<file path="src/rtl/cache_data_pkg.sv">
// Shared constants and types for the cache data-array SRAM controller.
package cache_data_pkg;

  // Geometry of the 16-set x 256-bit data array.
  localparam int NUM_SETS   = 16;
  localparam int ADDR_WIDTH = 4;
  localparam int DATA_WIDTH = 256;
  localparam int NUM_WMASKS = DATA_WIDTH / 8;

  // Init counter is one bit wider than the address so its terminal value
  // can be compared without relying on wrap-around.
  localparam int CNT_WIDTH  = ADDR_WIDTH + 1;

  // INIT zero-fills the array after reset; RUN serves cache requests.
  typedef enum logic {
    INIT = 1'b0,
    RUN  = 1'b1
  } state_e;

  // One line request from the cache FSM.
  typedef struct packed {
    logic                  we;
    logic [ADDR_WIDTH-1:0] addr;
    logic [NUM_WMASKS-1:0] wmask;
    logic [DATA_WIDTH-1:0] wdata;
  } req_t;

endpackage

</file>
<file path="src/rtl/cache_data_sram_ctrl.sv">
// Initiator side of the cache data-array SRAM port: zero-fills the array
// after reset, then forwards line reads and byte-masked line writes to the
// single RW port and returns read data on a valid/ready response channel.
//
// Handshake: a request transfers on a cycle where req_valid && req_ready;
// a response transfers on a cycle where resp_valid && resp_ready. Once
// raised, resp_valid and resp_rdata hold until the response transfers.
module cache_data_sram_ctrl
  import cache_data_pkg::*;
(
  input  logic                  clk,
  input  logic                  rst,
  input  logic                  req_valid,
  output logic                  req_ready,
  input  logic                  req_we,
  input  logic [ADDR_WIDTH-1:0] req_addr,
  input  logic [NUM_WMASKS-1:0] req_wmask,
  input  logic [DATA_WIDTH-1:0] req_wdata,
  output logic                  resp_valid,
  input  logic                  resp_ready,
  output logic [DATA_WIDTH-1:0] resp_rdata,
  output logic                  init_done,
  output logic                  sram_csb0,
  output logic                  sram_web0,
  output logic [NUM_WMASKS-1:0] sram_wmask0,
  output logic [ADDR_WIDTH-1:0] sram_addr0,
  output logic [DATA_WIDTH-1:0] sram_din0,
  input  logic [DATA_WIDTH-1:0] sram_dout0
);

  localparam logic [CNT_WIDTH-1:0] CNT_LAST = CNT_WIDTH'(NUM_SETS - 1);
  localparam logic [CNT_WIDTH-1:0] CNT_ONE  = CNT_WIDTH'(1);

  state_e               state_q, state_d;
  logic [CNT_WIDTH-1:0] cnt_q, cnt_d;
  logic                 resp_valid_q, resp_valid_d;

  req_t req;
  logic resp_stall;
  logic req_accept;

  assign req = '{we: req_we, addr: req_addr, wmask: req_wmask, wdata: req_wdata};

  // A response that is valid but not being taken blocks the port.
  assign resp_stall = resp_valid_q && !resp_ready;

  // State, zero-fill counter and response-valid registers.
  always_ff @(posedge clk) begin
    if (rst) begin
      state_q      <= INIT;
      cnt_q        <= '0;
      resp_valid_q <= 1'b0;
    end else begin
      state_q      <= state_d;
      cnt_q        <= cnt_d;
      resp_valid_q <= resp_valid_d;
    end
  end

  // Next-state logic and SRAM/handshake outputs. Outputs are forced to
  // their idle values while rst is high so nothing is written during reset.
  always_comb begin
    state_d      = state_q;
    cnt_d        = cnt_q;
    resp_valid_d = resp_valid_q;
    req_accept   = 1'b0;
    req_ready    = 1'b0;
    init_done    = 1'b0;
    sram_csb0    = 1'b1;
    sram_web0    = 1'b1;
    sram_wmask0  = '0;
    sram_addr0   = '0;
    sram_din0    = '0;

    if (!rst) begin
      unique case (state_q)
        INIT: begin
          // One full-mask zero write per cycle, sets 0..NUM_SETS-1.
          sram_csb0    = 1'b0;
          sram_web0    = 1'b0;
          sram_wmask0  = '1;
          sram_addr0   = cnt_q[ADDR_WIDTH-1:0];
          sram_din0    = '0;
          resp_valid_d = 1'b0;
          cnt_d        = cnt_q + CNT_ONE;
          if (cnt_q == CNT_LAST) begin
            state_d = RUN;
          end
        end

        RUN: begin
          init_done  = 1'b1;
          req_ready  = !resp_stall;
          req_accept = req_valid && req_ready;
          // Deselecting the macro on a stall holds its registered address,
          // which keeps sram_dout0 (and so resp_rdata) stable.
          sram_csb0  = !req_accept;
          sram_web0  = !req.we;
          sram_addr0 = req.addr;
          sram_din0  = req.wdata;
          sram_wmask0 = req.we ? req.wmask : '0;
          // Reads respond one cycle after acceptance; writes never respond.
          resp_valid_d = (req_accept && !req.we) || resp_stall;
        end

        default: begin
          state_d = INIT;
          cnt_d   = '0;
        end
      endcase
    end
  end

  assign resp_valid = resp_valid_q && !rst;
  // Read data comes straight from the macro; its registered address is
  // the one captured when the read was accepted.
  assign resp_rdata = sram_dout0;

endmodule

</file>
<file path="config.mk">
export PLATFORM = sky130hd
export DESIGN_NAME = cache_data_sram_ctrl
export DESIGN_NICKNAME = d
export VERILOG_FILES = /design/src/rtl/cache_data_pkg.sv /design/src/rtl/cache_data_sram_ctrl.sv
export SDC_FILE = /design/constraint.sdc
export NUM_CORES = 1
export LEC_CHECK = 0
export CAP_MARGIN = 20
export CORE_AREA = 8 8 422 424
export CTS_CLUSTER_SIZE = 16
export DETAILED_ROUTE_END_ITERATION = 10
export DIE_AREA = 0 0 430 432
export DONT_BUFFER_PORTS = 1
export PLACE_DENSITY = 0.3
export SYNTH_ARGS = -nofsm -noshare
export SYNTH_HDL_FRONTEND = slang
export SYNTH_SLANG_ARGS = --single-unit
</file>
<file path="constraint.sdc">
create_clock -name clk -period 1.6 [get_ports clk]
set_input_delay 0.24 -clock clk [delete_from_list [all_inputs] [get_ports clk]]
set_output_delay 0.24 -clock clk [all_outputs]
set_load 0.005 [all_outputs]
</file>
== Word level (Yosys, flattened, before mapping) ==
Cells that the tools add are included.
Operators by class
  reduce and logical (&&, ||, !) cells: 10
  mux-type cells: 18
  equality and inequality tests: 1
  add/subtract/negate cells: 1
  bitwise operators: 1
Operators by type and width (count)
  256-bit case mux with 2 select lines: 1
  256-bit 2-to-1 mux: 1
  32-bit 2-to-1 mux: 2
  32-bit case mux with 2 select lines: 1
  1-bit 2-to-1 mux: 8
  4-bit case mux with 2 select lines: 1
  1-bit case mux with 2 select lines: 3
  5-bit by 1-bit adder with 5-bit output, second input constant: 1
  5-bit by 4-bit == test with 1-bit output, second input constant: 1
  1-bit logical NOT: 5
  1-bit logical AND: 4
  4-bit 2-to-1 mux: 1
  1-bit logical OR: 1
  1-bit NOT: 1
Storage, ports and cells
  bits in registers: 7
  output and inout port bits: 553
  logic and storage cells: 34

== Logic depth before layout (Yosys ltp) ==
  depth after elaboration: 7
  mapped depth: 6
  depth with buffers taken out: 6

== Least setup slack after synthesis ==
OpenSTA, ideal clock, no wires.
  path kind: reg2out
  start: register state_q
  end: output sram_din0[100]
  cell stages (with the launch flop): 7
  arrival: 1.089 ns
  required time: 1.360 ns
  slack: 0.271 ns
  path through: dfxtp_1 > buf_4 > nor2b_4 > buf_6 > buf_6 > clkbuf_2 > and2_1
Between the ends
  word-level cells in the longest chain between the ends: 3
Ends and longest elaborated chain
  from (decl): line cache_data_sram_ctrl.sv:34  | state_e state_q, state_d;
  from (signal assigned): line cache_data_sram_ctrl.sv:54  | state_q <= state_d;
  1-bit NOT
  256-bit case mux with 2 select lines (*): line cache_data_sram_ctrl.sv:76  | unique case (state_q)
  256-bit 2-to-1 mux (*): line cache_data_sram_ctrl.sv:75  | if (!rst) begin
  to (decl): line cache_data_sram_ctrl.sv:27  | output logic [DATA_WIDTH-1:0] sram_din0,
Mark *: on every way between the ends. The rest lies on a longest branch, timed or not.

== Worst setup path after layout ==
  start: register state_q
  end: output sram_din0[63]
Same word-level chain as after synthesis.

==> impl_results.md <==
- Yosys warning count: 0
- Clock Pin Slew Worst Setup and Hold Paths: about 30 ps
- Initial antenna violation count: 217
- Full die area: 186000 µm²
- First-pass GRT wire length: 149000 µm
- Critical path cell sequence: nor2b_4, buf_12, buf_8, buf_16, and2_1, buf_4
- I/O pin cnt: 1106
- Post-synthesis register bit count: 7
- Final instance count without filler cells: around 2.8k
- Fin nets: 1106
- Share of cells above drive strength 1: a little over two thirds
- CTS buffer count: 3
- Unrepaired setup endpoints after global routing: true
- Worst Hold Slack: 95.4 ps
- Routed WL: ~140000 µm
- Post-synthesis sequential area ratio: under 10%
- Dpl hpwl: around 130000 µm
- Core Rows: 152
- Post-Synthesis Cells: 663
- GRT Total Usage: 14.0%
- Slew Viols, Final: 0
- Vias/cell: 1.78
- Final Hold Vio Count: 0
- Initial Util: 2.58%
- Number of distinct library cells after synthesis: 23
- Routed wl met3: 36100 µm
- Average size of a mapped cell: 6.65 µm²
- Initial DRT Pass Iterations: 4
- Area delta synth->final: 97.8%
- Skew final: 2.42 ps
- Largest net degree at the start of global routing: 47
- Reg-to-reg critical path startpoint: cnt_q[0]
- Synthesized area: roughly 4400 µm²
- Worst setup margin: -205 ps
- Peak Freq: between 500 and 600 MHz
- Longest Clk Path Bufs: 2
- Die Wd: 430 µm
- Cts hold-fix bufs: 0
- Max Cap Violations: 0
- Crit. End Element: output pin
- Clock Latency Late Sink: 230 ps
- WL/cell: a little under 50 µm
- Top delay family on crit path: buffers and inverters
- Final ANT Viol Nets: 0
- Worst-Margin Slew: 330 ps
- Met2 WL post-DR: 65700 µm
- CP max FO: 16
- Outcome: finished, violations left
- Vias in the first global route: 4387
- Final period util: 113%
- Slew HR: 78.0%
- Crit path from: state_q
- Fin util: 5.10%
- Fin crit period: 1800 ps
- CTS Sinks: 7
- Final Cell Area: 8730 µm²
- Remaining DRCs: 0
- Min-delay src: rst
- Worst hold path type: input pin to flip-flop
- Total number of vias: a little over 5k
- Core ar.: 171000 µm²
- Power Density: 99.8 nW/µm²
- H-tree level count: 1
- Congestion Overflow GR: 0
- Slowest cell on crit path: dfxtp_2
- P_leak: 2.70 nW
- Peak VDD IR: 0.194 mV
- Port bufs: 0
- CTS Root Cell: clkbuf_16
- Critical path's largest stage delay: 330 ps
- Startpoint Class: flip-flop
- Final GP Congestion: 0.926
- Initial drt markers: between 200 and 300
- Die Ht: 432 µm
- Top layer used by detailed routing: met5
- Mapped Nets: 1218
- Violated checks: negative setup slack
- Arr. time, crit path: 1560 ps
- Dpl cells: roughly 2.8k
- Placed cell area: 7610 µm²
- Critical Path RT: ~1400 ps
- Worst Setup Path Type: flip-flop to output pin
- Routed length on met1: 33200 µm
- CTS tree: done
- Final setup violation count: about 260
- DP Worst Slack: -355 ps
- Buffer and inverter count on the worst path: 4
==> power by group <==
part | leakage, nW | internal (mW) | switching [mW] | total (mW)
Combinational | 2.60 | 0.104 | 0.149 | 0.253
Clock | 0.0384 | 0.332 | 0.0969 | 0.429
Sequential | 0.0575 | 0.182 | 0.00707 | 0.189
==> timing repair <==
| action | in CTS | in global routing |
|---|---|---|
| gates cloned | 7 | 2 |
| setup endpoints to repair | 291 | 261 |
| hold endpoints to repair | 0 | 0 |
| setup buffers | 9 | 2 |
| resized for setup | 250 | 53 |
| pin swaps | 34 | 3 |
==> worst reg2reg max path, stage by stage (launching register included) <==
cell and delay (ps):
dfxtp_1 340, ha_1 220, and3_1 180, ha_1 270, nor2_1 40, a21oi_1 140
nor2_1 50
==> placed cells by master, fill, tap and decap left out <==
cell type / Yosys / final
and2_4: 0 / 183
buf_12: 0 / 104
and2_1: 257 / 60
buf_4: 257 / 46
diode_2: 0 / 42
nand2_1: 34 / 34
a21oi_1: 33 / 33
buf_6: 4 / 15
and2_2: 0 / 14
nor2_1: 12 / 12
buf_16: 0 / 11
dfxtp_1: 7 / 6
mux2i_1: 5 / 5
clkbuf_16: 0 / 5
buf_8: 0 / 3
inv_1: 2 / 2
nor2b_1: 2 / 2
a21o_1: 2 / 2
xor2_1: 2 / 2
ha_1: 2 / 2
nor2b_4: 1 / 1
and3_1: 1 / 1
nand2b_1: 1 / 1
a21boi_0: 1 / 1
nand4b_1: 1 / 1
xnor2_1: 1 / 1
clkbuf_1: 12 / 1
clkbuf_8: 0 / 1
dfxtp_2: 0 / 1
==> cells by family (layout without fill, tap and decap cells) <==
family	Yosys count	in the layout	share of synthesized area (%)
buffers and inverters	301	188	48.8
AO/OA/AOI/OAI	36	36	4.25
multiplexers	5	5	1.13
other	0	42	0
adder cells (fa/ha/maj)	2	2	0.567
flip-flops	7	7	3.18
XOR/XNOR	3	3	0.596
AND/OR/NAND/NOR	309	309	41.4
==> synth_stat cells, drive strengths merged <==
cell	n	share of area, %
nand2b	1	0.14
xor2	2	0.40
nor2b	3	0.60
mux2i	5	1.1
nand2	34	2.9
a21o	2	0.34
a21oi	33	3.7
nand4b	1	0.20
ha	2	0.57
a21boi	1	0.17
nor2	12	1.0
buf	266	45
xnor2	1	0.20
inv	2	0.17
clkbuf	33	3.4
and3	1	0.14
dfxtp	7	3.2
and2	257	36
==> stage by stage <==
| stage | setup TNS, ps | total power [mW] |
|---|---|---|
| 4_1_cts | -36610 | 0.902 |
| 6_report | -26090 | 0.871 |
| 3_3_place_gp | -7280 | 0.474 |
| 3_5_place_dp | -3770 | 0.471 |
| 5_1_grt | -40410 | 0.903 |
| 2_1_floorplan | 0 | 0.805 |
==> metal layers <==
metal	up-vias	track usage, %
met3	306	16.8
met4	14	1.00
met2	1106	24.3
met5	-	0.691
li1	1575	-
met1	2025	10.1
==> registers in the layout, indices dropped and copies added, names as in the netlist <==
name and cells:
state_q 1, cnt_q 5, resp_valid_q 1
==> layout make-up <==
cell class | count | area (µm²)
fill | 20100 | 162000
timing repair buffer | 182 | 3010
tap | 2233 | 2790
multi-input combinational | 355 | 2590
sequential | 7 | 141
antenna | 42 | 105
clock buffer | 4 | 78.8
inverter | 2 | 7.51
==> path summary, 6_finish.rpt <==
path / cells past startpoint / end / slack (ps)
max: 6 / sram_din0[63] / -200
min: 1 / state_q / 100
max reg2reg: 6 / cnt_q[4] / 260
min reg2reg: 2 / cnt_q[4] / 510
Note: power is estimated with default switching activity, not from simulation.
